$ cat config.mk
export PLATFORM = sky130hd
export DESIGN_NAME = sync_fifo
export DESIGN_NICKNAME = d
export VERILOG_FILES = /design/src/rtl/sync_fifo.sv
export SDC_FILE = /design/constraint.sdc
export NUM_CORES = 1
export LEC_CHECK = 0
export BUFFER_PORTS_ARGS = -buffer_cell sky130_fd_sc_hd__buf_2
export CELL_PAD_IN_SITES_DETAIL_PLACEMENT = 1
export CELL_PAD_IN_SITES_GLOBAL_PLACEMENT = 1
export CORE_UTILIZATION = 40
export CTS_BUF_LIST = sky130_fd_sc_hd__clkbuf_16
export DETAILED_ROUTE_END_ITERATION = 8
export HOLD_SLACK_MARGIN = 0.15
export PLACE_DENSITY_LB_ADDON = 0.1
export SETUP_SLACK_MARGIN = 0.05
export SLEW_MARGIN = 20
export SYNTH_ARGS = -nofsm -noshare
export SYNTH_HDL_FRONTEND = slang
export SYNTH_SLANG_ARGS = --single-unit
$ cat constraint.sdc
create_clock -name clk -period 4.4 [get_ports clk]
set_input_delay 0.88 -clock clk [delete_from_list [all_inputs] [get_ports clk]]
set_output_delay 0.88 -clock clk [all_outputs]
set_load 0.02 [all_outputs]
$ cat src/rtl/sync_fifo.sv
// sync_fifo: single-clock FIFO with level, almost flags, sticky error flags and optional FWFT read port
module sync_fifo #(
  parameter int BITS  = 32,
  parameter int SIZE  = 16,
  parameter int AF_TH = SIZE - 2,
  parameter int AE_TH = 2,
  parameter int FWFT  = 0
) (
  input  logic                    clk,
  input  logic                    rst_n,
  input  logic                    p_clear,
  input  logic                    p_write_en,
  input  logic [BITS-1:0]         p_write_data,
  output logic                    p_write_full,
  output logic                    p_write_almost_full,
  input  logic                    p_read_en,
  output logic [BITS-1:0]         p_read_data,
  output logic                    p_read_empty,
  output logic                    p_read_almost_empty,
  output logic [$clog2(SIZE):0]   p_level,
  output logic                    p_overflow,
  output logic                    p_underflow
);
  localparam int AW = $clog2(SIZE);
  localparam int PW = AW + 1;
  localparam logic [PW-1:0] AF = PW'(AF_TH);
  localparam logic [PW-1:0] AE = PW'(AE_TH);

  if ((SIZE < 2) || ((SIZE & (SIZE - 1)) != 0)) begin : g_bad_size
    $fatal(1, "sync_fifo: SIZE must be a power of two and at least 2");
  end

  logic [BITS-1:0] mem [SIZE];
  logic [PW-1:0]   wptr, rptr, lvl;
  logic            ovf, udf, full, empty, wr_ok, rd_ok;

  assign full  = (wptr[AW] != rptr[AW]) && (wptr[AW-1:0] == rptr[AW-1:0]);
  assign empty = wptr == rptr;
  assign wr_ok = p_write_en && !full && !p_clear;
  assign rd_ok = p_read_en && !empty && !p_clear;

  assign p_write_full        = full;
  assign p_read_empty        = empty;
  assign p_level             = lvl;
  assign p_write_almost_full = lvl >= AF;
  assign p_read_almost_empty = lvl <= AE;
  assign p_overflow          = ovf;
  assign p_underflow         = udf;

  // storage array, written only on accepted writes; never reset or cleared
  always_ff @(posedge clk)
    if (wr_ok) mem[wptr[AW-1:0]] <= p_write_data;

  // pointers, level and sticky error flags; clear wins over same-cycle traffic
  always_ff @(posedge clk or negedge rst_n)
    if (!rst_n) begin
      wptr <= '0;
      rptr <= '0;
      lvl  <= '0;
      ovf  <= 1'b0;
      udf  <= 1'b0;
    end else if (p_clear) begin
      wptr <= '0;
      rptr <= '0;
      lvl  <= '0;
      ovf  <= 1'b0;
      udf  <= 1'b0;
    end else begin
      wptr <= wr_ok ? wptr + PW'(1) : wptr;
      rptr <= rd_ok ? rptr + PW'(1) : rptr;
      lvl  <= (wr_ok && !rd_ok) ? lvl + PW'(1) : (rd_ok && !wr_ok) ? lvl - PW'(1) : lvl;
      ovf  <= ovf | (p_write_en && full);
      udf  <= udf | (p_read_en && empty);
    end

  if (FWFT != 0) begin : g_fwft
    assign p_read_data = mem[rptr[AW-1:0]];
  end else begin : g_reg
    logic [BITS-1:0] rdata;
    // registered read port: loads the head entry only on an accepted read
    always_ff @(posedge clk or negedge rst_n)
      if (!rst_n) rdata <= '0;
      else if (rd_ok) rdata <= mem[rptr[AW-1:0]];
    assign p_read_data = rdata;
  end
endmodule

# Word-level counts from Yosys, hierarchy flattened
# Memories as Yosys holds them, arrays and structs flattened. A register that Yosys moved wholly into a read port is not among the register bits.
# Cells that the tools add are included.
# totals
regBits	17
ramBits	512
inputBits	37
output_inout_bits	43
elab_cells	46
n_memories	1
# op_classes
add_sub_neg	4
magnitude_cmp	2
n_eq_ne	3
mux	11
n_bitwise	2
reduce_logical	18
# memory_table
name	words	word_bits	read_ports	rd_ports_with_merged_regs	write_ports	line	source
mem	16	32	1	1	1	33	logic [BITS-1:0] mem [SIZE];
# ops
cell	n
$mux W5	7
$add A5 B1 Y5 const B	3
$logic_and A1 B1 Y1	9
$logic_not A1 Y1	6
$eq A5 B5 Y1	1
$ge A5 B4 Y1 const B	1
$le A5 B2 Y1 const B	1
$sub A5 B1 Y5 const B	1
$eq A4 B4 Y1	1
$mux W1	4
$reduce_bool A2 Y1	2
$reduce_bool A3 Y1	1
$or A1 B1 Y1	2
$ne A1 B1 Y1	1

# Logic depth before layout (Yosys ltp)
# Gate-level depths: netlist of the first run.
# logic_depth
ltp_word	10
mapped_depth	10

# Least setup slack after synthesis of the first run
# OpenSTA, ideal clock, no wires.
# synth_timing
kind	register to register
start	register rptr[2]
end	memory mem[3][0], enable pin
setup_time_ps	461
arrival_ps	3616
path_slack_ps	323
stages_incl_launch_ff	8
n_path_buf	1
cell_sequence	dfrtp_1 -> buf_4 -> xnor2_1 -> and4_1 -> and2_1 -> nor2_1 -> nand2_1 -> nor3_1
# synth_via
elab_chain_len	7
# synth_rtl
item	line	source
start: declaration	34	logic [PW-1:0] wptr, rptr, lvl;
start signal: assignment	70	rptr <= rd_ok ? rptr + PW'(1) : rptr;
$eq A4 B4 Y1	37	assign full = (wptr[AW] != rptr[AW]) && (wptr[AW-1:0] == rptr[AW-1:0]);
$logic_and A1 B1 Y1	37	
net p_write_full	14	output logic p_write_full,
$logic_not A1 Y1	39	assign wr_ok = p_write_en && !full && !p_clear;
$logic_and A1 B1 Y1 (2 in a row)	39	
$mux W1	52	if (wr_ok) mem[wptr[AW-1:0]] <= p_write_data;
$mux W1 (not written as such)	52	
end: declaration	33	
# The timed path passes the listed nets, and every way through them passes these cells.

# Worst setup path in the final report of the first run
# layout_timing
start	register rptr[0]
end	output p_read_empty
# layout_via
elab_chain_len	1
# layout_rtl
item	line	source
$eq A5 B5 Y1	38	assign empty = wptr == rptr;
end: declaration	18	output logic p_read_empty,
# No other way between the ends.

==> run_results.csv, run 1 <==
group,metric,value,unit
pwr,pwr-share-clk,35.9,%
placed_design,gp_congestion,0.681,
floorplan,core_area,53900,sq um
worst_setup_path,rrSetupSlack,1.33,ns
global_routing,grt_max_degree,132,
worst_setup_path,endpoint_kind,"output port",
yosys,yosysUniqueCellTypes,43,
pwr,seqPwrFrac,48.8,%
pwr,powerDensity,507,nW/um^2
yosys,syn_nets,954,
sta,worst_slew_pin_slew,0.924,ns
placed_design,post-dp-hpwl,26000,um
pwr,p_sw_share,24.6,%
pwr,p_leak,8.19,nW
worst_setup_path,criticalPathCategory,"register to output port",
drt,wirelength,48200,um
cells_and_area,final_layout_size_suffix_gt1_share,33.6,%
floorplan,design.portCount,80,
clock_network,cts_buffer_depth,3,
yosys,synthAdderAreaFrac,0.606,%
sta,slew_headroom,38.4,%
sta,fin_setup_tns,0,ns
cells_and_area,final_cell_mix,"edfxtp_1 (512), mux4_2 (120), buf_2 (79)",
sta,rsz0062_at_grt,"false",
sta,fmax,307,MHz
floorplan,rows,85,
pwr,combPwrFrac,15.3,%
clock_network,cts_inserted_buffers,59,
yosys,synth_edf_count,512,
yosys,synthArstFlopShare,8.73,%
yosys,synth_top_family_by_area,"multiplexers",
global_routing,overflow,0,
placed_design,dpl_worst_slack,1.01,ns
global_routing,grt_pass1_wl,72600,um
placed_design,io_buffers,79,
drt,firstDrtPassIters,4,
sta,setup_viol,0,
clock_network,clock_latency,0.61,ns
drt,antenna_left,0,
worst_setup_path,worstPathRequired,3.52,ns
worst_setup_path,r2r-start,"rptr[0]$_DFFE_PN0P_",
clock_network,cts.htree.levels,2,
drt,avgRoutedWirePerCell,27.0,um
run_status,outcome,"complete, no violations",
yosys,syn_area,21900,sq um
cells_and_area,nFillCells,4825,
pwr,p_sw,3.13,mW
clock_network,cts_root_buf,"clkbuf_16",
global_routing,grt_usage,17.9,%
yosys,synth_ff_type,"edfxtp_1",
worst_setup_path,start_kind,"register",
yosys,synth_xor_area_share,0.600,%
sta,min_period_over_period,73.9,%
worst_setup_path,worstPathArrival,2.37,ns
cells_and_area,final_common_cell,"edfxtp_1",
drt,viasPerCell,5.41,
cells_and_area,multiInputGateArea,5050,sq um
worst_setup_path,rr_worst_depth,9,
floorplan,die_h,236,um
yosys,ys.warnings.count,0,
sta,min_period,3.25,ns
clock_network,ctsResizeCount,0,
global_routing,grt_pass1_vias,10500,
drt,num_vias,9663,
cells_and_area,fin_nets,1087,
hold_path,hp-class,"input port to async pin",
floorplan,start_util,40.6,%
clock_network,ctsHoldBuffers,0,
yosys,synth_compound_area_share,0.509,%
yosys,syn_area_per_cell,24.1,sq um
clock_network,path_clk_slew,0.06,ns
sta,maxSlewViolCount,0,
clock_network,clock-sinks,561,
floorplan,die_area,55600,sq um
cells_and_area,syn2layout_area_growth,14.5,%
worst_setup_path,cp_max_fo,22,
sta,setup_slack,1.15,ns
yosys,synth_seq_cells,561,
yosys,ys_seq_area_share,75.9,%
clock_network,tritoncts,"built",
pwr,peakVddDrop,0.283,mV
job,cap_viol_max_count,0,
sta,fin_skew,0.0164,ns
worst_setup_path,rr_endpoint,"p_level[4]$_DFFE_PN0P_",
drt,drt-initial-drc-count,739,
floorplan,dieWidth,236,um
sta,hold_viol,0,
global_routing,grt_antenna_before_repair,2,
pwr,p_int,9.58,mW
drt,drc,0,
sta,worst_hold_slack,0.412,ns
clock_network,post-cts-setup-buffers,0,
yosys,synth_mux_area_share,19.5,%
cells_and_area,seq_area,16600,sq um
yosys,synthCells,907,
yosys,yosys.area_share.simple,1.31,%
cells_and_area,antenna_cells,0,
==> cell usage after synthesis (4+ instances only) <==
master,number,area (sq um)
a21oi_1,5,25.0
buf_12,5,100
buf_2,6,30.0
buf_4,4,30.0
buf_6,4,45.0
clkbuf_1,20,75.1
dfrtp_1,49,1230
edfxtp_1,512,15400
ha_1,9,113
mux2_4,29,435
mux2i_1,4,40.0
mux4_1,40,1050
mux4_2,120,2700
nand2_1,12,45.0
nand2b_1,4,25.0
nand4_1,4,25.0
nor2_1,28,105
nor3_1,4,20.0
xnor2_1,9,78.8
xor2_1,6,52.6
==> power groups by stage <==
stage	sequential (mW)	combinational [mW]	clock, mW
5_1_grt	6.24	2.09	4.87
6_report	6.21	1.94	4.56
3_5_place_dp	6.32	1.99	0
4_1_cts	6.22	2.00	4.68
3_3_place_gp	6.32	1.98	0
2_1_floorplan	6.46	1.31	0
==> cell type report <==
cell class	count	share of cell area, %
Clock buffer	60	5.99
Clock inverter	52	1.11
Multi-Input combinational cell	299	20.2
Tap cell	696	3.47
Timing Repair Buffer	117	2.97
Sequential cell	561	66.3
Inverter	2	0.0300
==> stage by stage <==
stage / util, % / power, mW / instances / cell area, sq um
after global routing: 46.5 / 13.2 / 1787 / 25100
after detailed placement: 43.2 / 8.32 / 1675 / 23300
after floorplan: - / 7.77 / 907 / 21900
after CTS: 46.5 / 12.9 / 1787 / 25100
final: 46.5 / 12.7 / 1787 / 25100
after global placement: 43.2 / 8.30 / 1675 / 23300
==> how the worst max path moves through the flow <==
stage | start | endpoint | slack (ns) | cells past startpoint
6_report | rptr[0]$_DFFE_PN0P_ | p_read_empty | 1.15 | 4
5_1_grt | rptr[0]$_DFFE_PN0P_ | p_read_empty | 0.95 | 4
4_1_cts | rptr[0]$_DFFE_PN0P_ | p_read_empty | 1.09 | 4
3_5_place_dp | p_clear | p_level[4]$_DFFE_PN0P_ | 1.01 | 10
3_3_place_gp | p_clear | p_level[4]$_DFFE_PN0P_ | 1.06 | 10
2_1_floorplan | rptr[2]$_DFFE_PN0P_ | mem[3][0]$_DFFE_PP_ | 0.32 | 7
==> registers in the layout, summed over array words and instances, names as in the netlist <==
signal and cells:
p_underflow 1, wptr 5, mem 512, rptr 5, p_overflow 1, p_level 5, p_read_data 32
==> per-layer routing <==
layer  global-route usage (%)  vias up  share of wire (%)
li1                         -     4143                  -
met2                     29.2      165                 49
met4                     4.10        4                1.7
met5                        0        -              0.048
met1                     25.4     5283                 45
met3                     2.96       68                3.7
==> critical path, stage by stage, from the launching register on <==
cell     delay [ns]
dfrtp_4        0.66
xnor2_1        0.26
nand4_1        0.24
nor2_1         0.37
buf_2          0.24
==> cell families (layout without fill, tap and decap cells) <==
family	after synthesis	after routing
XOR/XNOR	15	15
flip-flops	561	561
buffers and inverters	47	231
AND/OR/NAND/NOR	61	61
AO/OA/AOI/OAI	16	16
adder cells (fa/ha/maj)	10	10
multiplexers	197	197
No activity file was read; power rests on OpenSTA's default activity.
==> inputs of run 2 (changes only) <==
==> constraint.sdc (replaced) <==
create_clock -name clk -period 2.7 [get_ports clk]
set_input_delay 0.54 -clock clk [delete_from_list [all_inputs] [get_ports clk]]
set_output_delay 0.54 -clock clk [all_outputs]
set_load 0.02 [all_outputs]
==> run_results.csv, run 2 (same netlist as run 1, synthesis figures left out) <==
group,metric,value,unit
run_status,outcome,"complete, no violations",
sta,maxSlewViolCount,0,
placed_design,dpl_worst_slack,0.103,ns
cells_and_area,final_cell_mix,"edfxtp_1 (512), mux4_2 (120), buf_2 (79)",
floorplan,dieWidth,236,um
worst_setup_path,endpoint_kind,"register",
drt,viasPerCell,5.43,
cells_and_area,antenna_cells,0,
clock_network,cts_inserted_buffers,61,
pwr,p_leak,8.39,nW
global_routing,grt_max_degree,132,
floorplan,design.portCount,80,
floorplan,core_area,53900,sq um
floorplan,rows,85,
placed_design,gp_congestion,0.693,
worst_setup_path,cp_max_fo,34,
placed_design,post-dp-hpwl,26800,um
drt,drt-initial-drc-count,607,
drt,drc,0,
global_routing,grt_usage,18.3,%
sta,fin_skew,0.0303,ns
drt,firstDrtPassIters,4,
worst_setup_path,cp_num_buf_inv,2,
worst_setup_path,crit_family,"multiplexers",
worst_setup_path,worstPathRequired,3.19,ns
global_routing,grt_pass1_wl,73300,um
clock_network,cts.htree.levels,2,
sta,rsz0062_at_grt,"true",
cells_and_area,syn2layout_area_growth,17.8,%
floorplan,die_area,55600,sq um
cells_and_area,fin_nets,1107,
clock_network,cts_buffer_depth,3,
worst_setup_path,criticalPathCategory,"register to register",
cells_and_area,final_common_cell,"edfxtp_1",
worst_setup_path,cpMaxStageDelayCell,"mux4_1",
sta,hold_viol,0,
placed_design,io_buffers,79,
sta,fmax,393,MHz
floorplan,die_h,236,um
worst_setup_path,start_kind,"register",
clock_network,clock-sinks,561,
sta,slew_headroom,36.6,%
sta,min_period_over_period,94.3,%
cells_and_area,stdcell_count,1808,
clock_network,path_clk_slew,0.07,ns
clock_network,post-cts-setup-buffers,0,
sta,worst_slew_pin_slew,0.951,ns
placed_design,placedCellCount,1692,
drt,avgRoutedWirePerCell,27.4,um
pwr,powerDensity,843,nW/um^2
hold_path,hp-class,"input port to register",
cells_and_area,final_layout_size_suffix_gt1_share,36.6,%
global_routing,overflow,0,
sta,setup_slack,0.153,ns
worst_setup_path,crit_top_cell,"buf_12",
job,cap_viol_max_count,0,
clock_network,tritoncts,"built",
drt,num_vias,9818,
cells_and_area,largest_reg_flops,512,
worst_setup_path,slowest_delay,0.66,ns
global_routing,grt_pass1_vias,10600,
drt,antenna_left,0,
floorplan,start_util,40.6,%
sta,setup_viol,0,
worst_setup_path,worstPathArrival,3.04,ns
clock_network,clock_latency,0.62,ns
global_routing,grt_antenna_before_repair,3,
worst_setup_path,path_cells,"buf_12, buf_12, mux4_1, mux4_2, mux2_4",
pwr,peakVddDrop,0.521,mV
sta,min_period,2.55,ns
clock_network,cts_root_buf,"clkbuf_16",
drt,wirelength,49600,um
==> run 2: cell count changes in the layout (fill, tap and decap cells not counted), moves of 3 or more <==
cell,previous run,this run
nor3_2,4,0
clkbuf_16,60,63
clkinv_2,10,13
bufinv_16,2,7
nor3_4,0,4
buf_4,33,29
buf_12,5,26
inv_1,24,11
==> run 2: stage by stage <==
step	hold slack, ns	cell area [sq um]	total power, mW	setup TNS, ns	util [%]
global placement	0.477	23700	13.6	0	44.0
global route	0.280	25800	22.5	0	47.8
CTS	0.249	25700	22.0	0	47.7
floorplan	0.244	22000	12.7	-1.28	-
finish	0.287	25800	21.7	0	47.8
detailed placement	0.472	23700	13.6	0	44.0
==> run 2: tightest hold or removal path, delay by kind of cell <==
kind,cells,cell delay (ns)
compound gates,1,0.08
buf+inv,1,0.15
simple gates,1,0.07
==> run 2: power by group <==
group / switching, mW / internal, mW / total (mW)
registers: 0.288 / 9.83 / 10.1
clock network: 3.43 / 4.88 / 8.31
logic: 1.59 / 1.70 / 3.29
total: 5.31 / 16.4 / 21.7
==> run 2: path summary, 6_finish.rpt <==
path | from | end | slack [ns] | cells after the start
max reg2reg | rptr[0]$_DFFE_PN0P_ | p_read_data[4]$_DFFE_PN0P_ | 0.15 | 5
max | rptr[0]$_DFFE_PN0P_ | p_read_data[4]$_DFFE_PN0P_ | 0.15 | 5
min in group asynchronous | rst_n | p_level[1]$_DFFE_PN0P_ | 0.37 | 2
min reg2reg | p_underflow$_DFF_PN0_ | p_underflow$_DFF_PN0_ | 0.50 | 2
max in group asynchronous | rst_n | rptr[4]$_DFFE_PN0P_ | 1.64 | 3
min | p_read_en | p_underflow$_DFF_PN0_ | 0.29 | 3
==> run 2: what timing repair did <==
action / 4_1_cts / 5_1_grt
pin swaps: 0 / 1
hold buffers: 1 / 0
gates resized for setup: 1 / 5
setup endpoints to repair: 1 / 2
endpoints found under the hold margin: 10 / 0
==> run 2: layer usage <==
metal | wire (um) | track usage [%] | up-vias | part of all wire [%]
met2 | 24200 | 29.7 | 177 | 49
met1 | 22800 | 25.9 | 5367 | 46
li1 | - | - | 4198 | -
met5 | 41 | 0 | - | 0.083
met3 | 1630 | 2.76 | 70 | 3.3
met4 | 913 | 4.81 | 6 | 1.8
==> run 2: final cells by class <==
class	count	area, sq um
fill	4756	28100
sequential	561	16600
multi-input combinational	299	5120
clock buffer	63	1580
timing repair buffer	135	1140
tap	696	871
clock inverter	52	439
inverter	2	7.51
